<file path="src/rtl/sudoku_pkg.sv">
// Shared types and constants for the 4x4 Sudoku grid checker.
package sudoku_pkg;

  typedef enum logic [1:0] {
    IDLE = 2'd0,
    SCAN = 2'd1,
    DONE = 2'd2
  } state_t;

  localparam int GRID_N    = 4;
  localparam int VAL_W     = 2;
  localparam int NUM_CELLS = GRID_N * GRID_N;
  localparam int BOARD_W   = NUM_CELLS * VAL_W;

  localparam logic [3:0] GRP_ROW0  = 4'd0;
  localparam logic [3:0] GRP_COL0  = 4'd4;
  localparam logic [3:0] GRP_BOX0  = 4'd8;
  localparam logic [3:0] GRP_LAST  = 4'd11;
  localparam logic [3:0] FAIL_NONE = 4'hF;

  // One scanned group: four cell values plus their filled flags.
  typedef struct packed {
    logic [GRID_N-1:0][VAL_W-1:0] val;
    logic [GRID_N-1:0]            fill;
  } grp_cells_t;

  function automatic logic [3:0] cell_idx(input logic [1:0] r, input logic [1:0] c);
    return {r, c};
  endfunction

  function automatic logic [GRID_N-1:0] one_hot(input logic [VAL_W-1:0] v);
    return 4'b0001 << v;
  endfunction

endpackage

</file>
<file path="src/rtl/sudoku_group_sel.sv">
// Combinational selector: maps a group index to its four cells in the snapshot.
module sudoku_group_sel
  import sudoku_pkg::*;
(
  input  logic [3:0]           grp_idx,
  input  logic [BOARD_W-1:0]   snap_board,
  input  logic [NUM_CELLS-1:0] snap_filled,
  output grp_cells_t           cells
);

  for (genvar k = 0; k < GRID_N; k++) begin : g_lane
    localparam logic [1:0] K = 2'(k);
    logic [1:0] r, c;
    logic [3:0] idx;

    // Rows sweep columns, columns sweep rows, boxes take a 2x2 quadrant.
    always_comb begin
      r = grp_idx[1:0];
      c = K;
      if (grp_idx >= GRP_BOX0) begin
        r = {grp_idx[1], K[1]};
        c = {grp_idx[0], K[0]};
      end else if (grp_idx >= GRP_COL0) begin
        r = K;
        c = grp_idx[1:0];
      end
    end

    assign idx           = cell_idx(r, c);
    assign cells.val[k]  = snap_board[idx*VAL_W +: VAL_W];
    assign cells.fill[k] = snap_filled[idx];
  end

endmodule

</file>
<file path="config.mk">
export PLATFORM = sky130hd
export DESIGN_NAME = sudoku_group_sel
export DESIGN_NICKNAME = d
export VERILOG_FILES = /design/src/rtl/sudoku_pkg.sv /design/src/rtl/sudoku_group_sel.sv
export SDC_FILE = /design/constraint.sdc
export NUM_CORES = 1
export LEC_CHECK = 0
export ABC_AREA = 1
export CAP_MARGIN = 20
export CORE_ASPECT_RATIO = 0.75
export CORE_MARGIN = 3
export CORE_UTILIZATION = 47
export DETAILED_ROUTE_END_ITERATION = 8
export PLACE_DENSITY = 0.87
export REMOVE_ABC_BUFFERS = 1
export SLEW_MARGIN = 10
export SYNTH_ARGS = -nofsm -noshare
export SYNTH_HDL_FRONTEND = slang
export SYNTH_SLANG_ARGS = --single-unit
</file>
<file path="constraint.sdc">
create_clock -name vclk -period 2
set_input_delay 0.4 -clock vclk [all_inputs]
set_output_delay 0.4 -clock vclk [all_outputs]
set_load 0.02 [all_outputs]
</file>
==> results of run 1 <==
metal layers:
metal | overflow | GRT usage
met3 | 0 | 0.571
met1 | 0 | 0.652
met2 | 3 | 0.819
met5 | 0 | 0.0833
met4 | 0 | 0.633
kinds of logic after synthesis:
| kind of cell | synth area share |
|---|---|
| buffers and inverters | 0.132 |
| and+or+nand+nor | 0.868 |
timing repair:
action,4_1_cts
gates resized for setup,134
pin swaps,14
endpoints found under the setup margin,12
buffers inserted,5
hold buffers,0
gates cloned,2
through the flow:
| stage | util | TNS [ps] | std cells | hold slack (ps) |
|---|---|---|---|---|
| 2_1_floorplan | - | -5050 | 350 | 1070 |
| 3_3_place_gp | 0.823 | -10720 | 496 | 2070 |
| 3_5_place_dp | 0.823 | -11140 | 496 | 2080 |
| 4_1_cts | 0.888 | 0 | 502 | 1460 |
==> results.cfg, run 1 <==
[sta]
grt-worst-endpoint = cells[11]
worst_endpoint_kind = primary output

[synthesis]
ys_top_cells_by_area = nand2_1 42%, nand3_1 37%, inv_1 6.3%
yosysMostFrequentCell = nand2_1
yosysSeqAreaShare = 0
ys_warn_count = 0
synth_cells = 368
synth_cell_types = 14
synth_top_area_frac = 0.423
syn-cell-area_mm2 = 0.00162
synthTopCellsByCount = 182 x nand2_1, 119 x nand3_1, 27 x inv_1
synth_area_leader_cell = nand2_1
postSynthAreaPerCell_um2 = 4.39

[place]
dpl_worst_slack_ps = -969
place_hpwl_um = 5810
place.gp.congestion = 1.03
portBuffers = 64
placed_cell_area_mm2 = 0.00255

[status]
outcome = stopped before the end
firstError = [ERROR GRT-0232] Routing congestion too high. Check the congestion heatmap in the GUI.
stop_stage = global routing

[die]
rows = 17
fp.dieW_um = 73.7
ioPinCount = 64
die_h_um = 56.8
start_util = 0.521

[global_route]
grt-ovfl-total = 3
grt_max_degree = 16
grt_use_total = 0.666
==> inputs of run 2 (changes only) <==
CORE_ASPECT_RATIO = not set   (was 0.75)
CORE_UTILIZATION = 40   (was 47)
PLACE_DENSITY = not set   (was 0.87)
PLACE_DENSITY_LB_ADDON = 0.15   (was not set)
==> run 2 against run 1 <==
Synthesized area unchanged. The flow now finishes, with violations (setup timing). Synthesized cell count is the same.
==> results.cfg, run 2 <==
[status]
violations = setup timing
outcome = complete, but fails checks

[die]
start_util = 0.429
die_h_um = 69.6
rows = 22
ioPinCount = 64
fp.dieW_um = 69.6
core_mm2 = 0.00377
die-area_mm2 = 0.00484

[synthesis]
synth_top_area_frac = 0.423
synthTopCellsByCount = 182 x nand2_1, 119 x nand3_1, 27 x inv_1
syn-cell-area_mm2 = 0.00162
synth_cells = 368
ys_warn_count = 0
yosysMostFrequentCell = nand2_1
postSynthAreaPerCell_um2 = 4.39
yosysSeqAreaShare = 0
synth_cell_types = 14
ys_top_cells_by_area = nand2_1 42%, nand3_1 37%, inv_1 6.3%
synth_area_leader_cell = nand2_1

[route]
ant_nets = 0
firstDrtPassIters = 5
wl_um = 9950
wl_per_cell_um = 19.2
dr_total_vias = 3269
viasPerCell = 6.32
drt_iter0_drc = 576
route.detailed.drc = 0

[critical_path]
cp-endpoint = cells[1]
cp-end-kind = output pin
worstPathRequired_ps = 1600
crit_start = grp_idx[3]
cp-start-kind = input port
criticalPathCategory = in -> out
cp_max_fo = 7
cp.arrival_ps = 1810

[place]
place.gp.congestion = 0.950
place_hpwl_um = 5160
placedCellCount = 497
portBuffers = 64

[pwr]
sw_frac_of_total = 0.547
sequentialPowerShare = 0
p_clk_frac = 0
ir_drop_mv = 0.166
power_density_mw_per_mm2 = 302
power_switching_uw = 514
finalPower_uw = 939
combPwrFrac = 1.000
power.internal_uw = 425
leakagePower_nw = 1.62

[sta]
setup_viol = 12
post-route-min-period_ps = 2210
clock.fmax_mhz = 454
worst_pin_slew_ps = 289
max_slew_margin = 0.807
rsz0062_at_grt = true
slew_viol_final = 0
finalWorstSetupSlack_ps = -205
finalHoldViolations = 0
post-route-period-util = 1.10

[final_layout]
final_cell_mix = 165 x nand2_1, 90 x nand3_1, 47 x clkdlybuf4s50_1, 30 x buf_4, 27 x nand3_2
areaGrowthSynthToFinish_pct = 92.3
fin_nets = 523
drive_gt1_frac = 0.288
regArea_um2 = 0
final_core_util = 0.824
layout_commonest_cell = nand2_1
numSequentialCells = 0
n_antenna_cell = 0
stdcell_count = 517
fill_cells = 257
clkbuf_count = 0

[global_route]
grt_pass1_wl_um = 13300
grt-ovfl-total = 0
grt_max_degree = 17
grt_use_total = 0.330
antenna_found_initial = 0
grt_pass1_vias = 2798

[job]
maxCapViolCount = 0

[clock_tree]
cts_hold_buf = 0

[worst_hold_path]
hp-class = in -> out
-- run 2: cell counts after synthesis --
Identical to the previous run, type by type.
-- run 2: critical path, stage by stage --
cell	delay (ps)
buf_8	110
buf_6	110
nor2_4	150
buf_12	150
buf_16	130
nand3_1	110
nand2_2	120
nand2_1	90
nand3_1	90
nand2_1	70
nand2_1	60
nand2_1	60
buf_6	130
-- run 2: how the worst min path moves through the flow --
stage	startpoint	endpoint	slack [ps]	depth (start not counted)
detailed placement	snap_board[14]	cells[8]	2090	8
global route	grp_idx[1]	cells[11]	1480	6
finish	grp_idx[1]	cells[8]	1440	6
floorplan	grp_idx[1]	cells[10]	1070	3
CTS	grp_idx[1]	cells[8]	1450	6
global placement	snap_board[14]	cells[8]	2090	8
-- run 2: repair_timing --
action,CTS,global route
setup buffers,12,1
endpoints found under the setup margin,12,12
hold endpoints to repair,0,0
gates resized for setup,123,58
cloned,7,1
pin swaps,15,38
-- run 2: per-stage QoR --
| stage | area [um2] | setup TNS [ps] | worst slack [ps] | hold WS (ps) |
|---|---|---|---|---|
| global route | 3110 | -1680 | -227 | 1480 |
| global placement | 2520 | -11140 | -969 | 2090 |
| floorplan | 1510 | -5050 | -441 | 1070 |
| detailed placement | 2520 | -11660 | -999 | 2090 |
| CTS | 2890 | -47.0 | -19.0 | 1450 |
| finish | 3110 | -1220 | -205 | 1440 |
-- run 2: cell families (layout without fill, tap and decap cells) --
logic type | Yosys count | count (layout) | share of synthesized area
and+or+nand+nor | 321 | 324 | 0.868
buffers and inverters | 47 | 145 | 0.132
-- run 2: final cells by class --
type / count / area (um2) / area share
Timing Repair Buffer: 116 / 1240 / 0.398
Multi-Input combinational cell: 324 / 1680 / 0.541
Tap cell: 48 / 60.1 / 0.0193
Inverter: 29 / 129 / 0.0414
-- run 2: power groups by stage --
stage	clock network, mW	logic, mW	registers (mW)
after floorplan	0	0.356	0
after global placement	0	0.701	0
after detailed placement	0	0.707	0
after CTS	0	0.818	0
after global routing	0	0.987	0
final	0	0.939	0
-- run 2: metal layers --
layer / part of all wire / GRT usage / vias to the layer above / wire [um]
li1: - / - / 1409 / -
met1: 0.34 / 0.411 / 1388 / 3340
met2: 0.44 / 0.553 / 362 / 4360
met3: 0.14 / 0.0580 / 110 / 1440
met4: 0.082 / 0.143 / 0 / 813
met5: 0 / 0 / - / 0
(Power assumes the default switching activity.)
==> inputs of run 3 (changes only) <==
RECOVER_POWER = 50   (was not set)
==> results of run 3 <==
Final layout, timing and power as in run 2 (identical DEF).
